**src/rtl/stream_downsize.sv**
```systemverilog
// Wide-to-narrow stream converter: holds one wide beat and emits its kept lanes
// one per cycle in ascending lane order, carrying the packet's last flag on the final word.
module stream_downsize #(
  parameter int T_DATA_WIDTH = 4,
  parameter int T_DATA_RATIO = 2
) (
  input  logic                                     clk,
  input  logic                                     rst,
  input  logic [T_DATA_RATIO-1:0][T_DATA_WIDTH-1:0] s_data_i,
  input  logic [T_DATA_RATIO-1:0]                  s_keep_i,
  input  logic                                     s_last_i,
  input  logic                                     s_valid_i,
  output logic                                     s_ready_o,
  output logic [T_DATA_WIDTH-1:0]                  m_data_o,
  output logic                                     m_last_o,
  output logic                                     m_valid_o,
  input  logic                                     m_ready_i
);

  logic [T_DATA_RATIO-1:0][T_DATA_WIDTH-1:0] data_q, data_d;
  logic [T_DATA_RATIO-1:0]                   rem_q, rem_d;
  logic                                      last_q, last_d;

  logic [T_DATA_RATIO-1:0] rem_low_cleared;
  logic                    rem_one_hot;
  logic [T_DATA_WIDTH-1:0] lane_sel;

  assign rem_low_cleared = rem_q & (rem_q - T_DATA_RATIO'(1));
  assign rem_one_hot     = (rem_q != '0) && (rem_low_cleared == '0);

  // Descending scan so the lowest set bit of rem wins.
  always_comb begin
    lane_sel = '0;
    for (int i = T_DATA_RATIO - 1; i >= 0; i--) begin
      if (rem_q[i]) lane_sel = data_q[i];
    end
  end

  assign m_valid_o = (rem_q != '0);
  assign m_data_o  = m_valid_o ? lane_sel : '0;
  assign m_last_o  = last_q && rem_one_hot;
  assign s_ready_o = !rst && ((rem_q == '0) || (rem_one_hot && m_ready_i));

  // A new beat load overrides the clear of the word leaving in the same cycle.
  always_comb begin
    data_d = data_q;
    rem_d  = rem_q;
    last_d = last_q;
    if (m_valid_o && m_ready_i) begin
      rem_d = rem_low_cleared;
    end
    if (s_valid_i && s_ready_o) begin
      data_d = s_data_i;
      rem_d  = s_keep_i;
      last_d = s_last_i;
    end
  end

  always_ff @(posedge clk) begin
    if (rst) begin
      data_q <= '0;
      rem_q  <= '0;
      last_q <= 1'b0;
    end else begin
      data_q <= data_d;
      rem_q  <= rem_d;
      last_q <= last_d;
    end
  end

endmodule

```
**config.mk**
```make
export PLATFORM = sky130hd
export DESIGN_NAME = stream_downsize
export DESIGN_NICKNAME = d
export VERILOG_FILES = /design/src/rtl/stream_downsize.sv
export SDC_FILE = /design/constraint.sdc
export NUM_CORES = 1
export LEC_CHECK = 0
export ABC_AREA = 1
export CAP_MARGIN = 10
export CORE_MARGIN = 2
export CORE_UTILIZATION = 40
export DETAILED_ROUTE_END_ITERATION = 6
export PLACE_DENSITY_LB_ADDON = 0.25
export SLEW_MARGIN = 10
export SYNTH_ARGS = -nofsm -noshare
export SYNTH_HDL_FRONTEND = slang
export SYNTH_SLANG_ARGS = --single-unit
```
**constraint.sdc**
```tcl
create_clock -name clk -period 2.5 [get_ports clk]
set_input_delay 0.75 -clock clk [delete_from_list [all_inputs] [get_ports clk]]
set_output_delay 0.75 -clock clk [all_outputs]
set_load 0.03 [all_outputs]
```
# Word-level counts from Yosys, hierarchy flattened
# Index checks and enable logic that the tools add are counted.
classes:
  add_sub_neg: 1
  muxes: 5
  bitwise_logic: 1
  reduce_logical: 12
op_table:
  columns: ["operator", "count"]
  rows:
  - ["$mux 4", 3]
  - ["$logic_and 1x1->1", 6]
  - ["$logic_not 2->1", 2]
  - ["$mux 2", 2]
  - ["$reduce_bool 2->1", 2]
  - ["$and 2x2->2", 1]
  - ["$sub 2x1->2 const B", 1]
  - ["$logic_not 1->1", 1]
  - ["$logic_or 1x1->1", 1]
word_totals:
  reg_bits: 11
  inputBits: 15
  out_inout_bits: 7
  word_cells: 23

# Logic depth before layout (Yosys ltp)
# Gate-level depths: netlist (run 1).
logic_depth:
  depth_word: 9
  mapped_depth: 8
  mapped_depth_nobuf: 8

# Least setup slack after synthesis (run 1)
# No wires, ideal clock.
synth_path:
  kind: "register to output"
  start: "register rem_q[0]"
  end: "output m_data_o[0]"
  t_arrival_ps: 1276
  required_time_ps: 1750
  path_slack_ps: 474
  path_stages_with_launch: 4
  n_path_buf: 0
  cell_sequence: "dfxtp_1 > inv_1 > ha_1 > a21oi_1"
synth_between:
  elab_chain_len: 2
synth_lines:
  columns: ["element", "line", "source"]
  rows:
  - ["from (decl)", "21", "logic [T_DATA_RATIO-1:0] rem_q, rem_d;"]
  - ["from (signal assigned)", "66", "rem_q <= rem_d;"]
  - ["$mux 4 / $reduce_bool 2->1 (equally long branches)", "35, 39", null]
  - ["$mux 4 (*)", "40", "assign m_data_o = m_valid_o ? lane_sel : '0;"]
  - ["to (decl)", "14", "output logic [T_DATA_WIDTH-1:0] m_data_o,"]
# Every way passes the cells marked *; elsewhere a longest branch is shown, timed or not.

# Worst setup path in the final report (run 1)
layout_path:
  start: "input m_ready_i"
  end: "output s_ready_o"
layout_between:
  elab_chain_len: 3
layout_lines:
  columns: ["element", "line", "source"]
  rows:
  - ["from (decl)", "17", "input logic m_ready_i"]
  - ["$logic_and 1x1->1", "42", "assign s_ready_o = !rst && ((rem_q == '0) || (rem_one_hot && m_ready_i));"]
  - ["$logic_or 1x1->1", "42", null]
  - ["$logic_and 1x1->1", "42", null]
  - ["to (decl)", "13", "output logic s_ready_o,"]
# No other way between the ends.

==> run metrics, run 1 <==
hold_ws=approximately 470 ps; clock period minus worst slack=2460 ps; remaining antenna violation count=0; pre-CTS WS=73.36 ps; crit path capture=s_ready_o; status=finished clean; Hold Crit Class=reg -> reg; Std-Cell Rows=13; Worst-Margin Slew=~310 ps; CTS buffer count=3; CP required=1750 ps; CORE AREA=0.001318 mm^2; chip height=41.64 um; Synth area leaders=dfxtp_1 (39%), nand3_1 (22%), nand2_1 (12%); Main synth FF type=dfxtp_1; Die X=41.64 um; antenna violations before repair=0; synthesized cell area=566.8 um^2; Synth Instances=77; Slew Viols, Final=0; Leak Pwr=0.3948 nW; # placed instances=approximately 110; buffers added on ports=21; worst setup path start=m_ready_i; flops & latches, synth=11; Worst-path clk slew=60 ps; Tot GR Track Use=between 10% and 20%; crit path DAT=~1700 ps; # IOs=22; CTS sink cnt=11; H-tree depth=1; Critical Path Start Type=input port; post-synth top area cell=dfxtp_1; grt total ovfl=0; Yosys cell types=14; Reg-to-Reg Start=rem_q[0]$_SDFFE_PP0P_; Commonest cells post-synth=nand3_1 (25), nand2_1 (18), dfxtp_1 (11), a21oi_1 (6), inv_1 (5); Setup-failing EPs final=0; hpwl dp=~960 um; DRT Pass-1 Iters=3; PnR worst setup slack=39.67 ps; CTS tree=yes; yosys warns=0; vias in the first global route=546; multi-input logic area=291.5 um^2; Max Fanout on Critical Path=3; reg2reg setup slack=910 ps; area grow syn2layout=46.14%; routed wire length=1.395 mm; # Max-Cap Violations=0; Highest Clock Rate=roughly 400 MHz; post-synthesis sequential area ratio=between 30% and 40%; largest net degree at the start of global routing=13; Rel. slew slack=79.31%; post-layout util=between 60% and 70%; syn nets=94; post-synth top area share=38.85%; Fillers=132; first-pass GRT wire length=2.346 mm; Antenna diodes=0; global placer's final weighted congestion=just under 0.8; FFs w/ async S/R, synth=0%; nets@finish=122; fin crit share=between 90 and 100%; initial DRC count=8; Post-route DRC=0; Root Driver=clkbuf_4; Initial Util=43.02%; Post-synth EDFFs=0; CTS Buffer Depth=2; worst r2r path cells=8; via count=just under 600; worst reg2reg path endpoint=rem_q[0]$_SDFFE_PP0P_; Critical Setup Path Class=in -> out; Final Hold Fails=0; Mean Syn Cell Area=7.361 um^2; WL per Instance=11.72 um; register area=220.2 um^2; via/cell ratio=4.992; peak supply drop=between 0.0004 and 0.0005 V; cell with the most instances after synthesis=nand3_1; Worst-Skew Late Latency=270 ps; Pwr Total=0.4231 mW; die footprint=0.001734 mm^2; Non-Filler Instances=119; PD cells=510.8 mW/mm^2; clock skew=~5.3 ps; share of cells above drive strength 1=15.38%; CP endpoint kind=output port
-- registers in the layout, indices dropped and copies added (netlist names) --
| register | cells |
|---|---|
| data_q | 8 |
| rem_q | 2 |
| last_q | 1 |
-- worst min-delay path by stage --
stage	startpoint	to	depth (start not counted)
global route	data_q[0]$_SDFFE_PP0P_	data_q[0]$_SDFFE_PP0P_	2
global placement	data_q[4]$_SDFFE_PP0P_	data_q[4]$_SDFFE_PP0P_	2
finish	data_q[7]$_SDFFE_PP0P_	data_q[7]$_SDFFE_PP0P_	2
CTS	data_q[1]$_SDFFE_PP0P_	data_q[1]$_SDFFE_PP0P_	2
floorplan	data_q[3]$_SDFFE_PP0P_	data_q[3]$_SDFFE_PP0P_	2
detailed placement	data_q[1]$_SDFFE_PP0P_	data_q[1]$_SDFFE_PP0P_	2
-- power breakdown --
part | internal (mW) | switching [mW] | total, mW
Sequential | 0.190 | 0.00729 | 0.197
Clock | 0.0618 | 0.0589 | 0.121
Combinational | 0.0495 | 0.0557 | 0.105
-- kinds of logic after synthesis --
logic type	synth area share [%]
adder cells (fa/ha/maj)	4.414
buffers and inverters	10.15
AO/OA/AOI/OAI	6.844
AND/OR/NAND/NOR	39.74
flip-flops	38.85
-- worst max-delay path: stages --
cell,delay [ps]
clkdlybuf4s50_1,530
nand2_2,90
a21oi_2,180
buf_6,150
-- cells in the final DEF, fill, tap and decap left out --
cell / Yosys / final
nand4_1: 1 / 1
a21oi_1: 6 / 6
inv_1: 5 / 5
ha_1: 2 / 2
a21oi_2: 1 / 1
clkbuf_4: 0 / 3
buf_4: 1 / 6
nand3_1: 25 / 25
clkbuf_1: 0 / 1
buf_6: 2 / 1
nand2_1: 18 / 17
nand2_2: 1 / 2
inv_2: 1 / 1
dfxtp_1: 11 / 11
clkdlybuf4s50_1: 0 / 14
dlygate4sd2_1: 0 / 6
nand3_2: 2 / 2
-- layer usage --
layer	wire, um	vias up	global-route usage [%]
li1	-	314	-
met1	674	268	24.00
met2	648	12	25.00
met3	72	0	8.261
met4	0	0	1.935
met5	0	-	0
-- stage by stage --
step                setup TNS (ps)  area, um^2
global placement                 0       795.8
detailed placement               0       795.8
global route                -10.48       828.3
floorplan                        0       566.8
CTS                              0       814.5
finish                           0       828.3
-- layout make-up --
| type | count | area share [%] |
|---|---|---|
| sequential | 11 | 26.59 |
| clock buffer | 4 | 3.172 |
| timing repair buffer | 27 | 30.06 |
| inverter | 6 | 2.719 |
| tap | 15 | 2.266 |
| multi-input combinational | 56 | 35.20 |
-- what timing repair did --
action	in CTS	in global routing
gates resized for setup	6	2
cloned	0	0
setup endpoints to repair	6	1
hold buffers	0	0
buffers inserted	0	1
pin swaps	0	1
No activity file was read; power rests on OpenSTA's default activity.
==> run 2: changes to the inputs <==
--- a/config.mk
+++ b/config.mk
@@ -9,6 +9,7 @@
 export CAP_MARGIN = 10
 export CORE_MARGIN = 2
 export CORE_UTILIZATION = 40
+export CTS_CLUSTER_DIAMETER = 100
 export DETAILED_ROUTE_END_ITERATION = 6
 export PLACE_DENSITY_LB_ADDON = 0.25
 export SLEW_MARGIN = 10
==> results of run 2 <==
Final layout, timing and power as in run 1 (identical DEF).
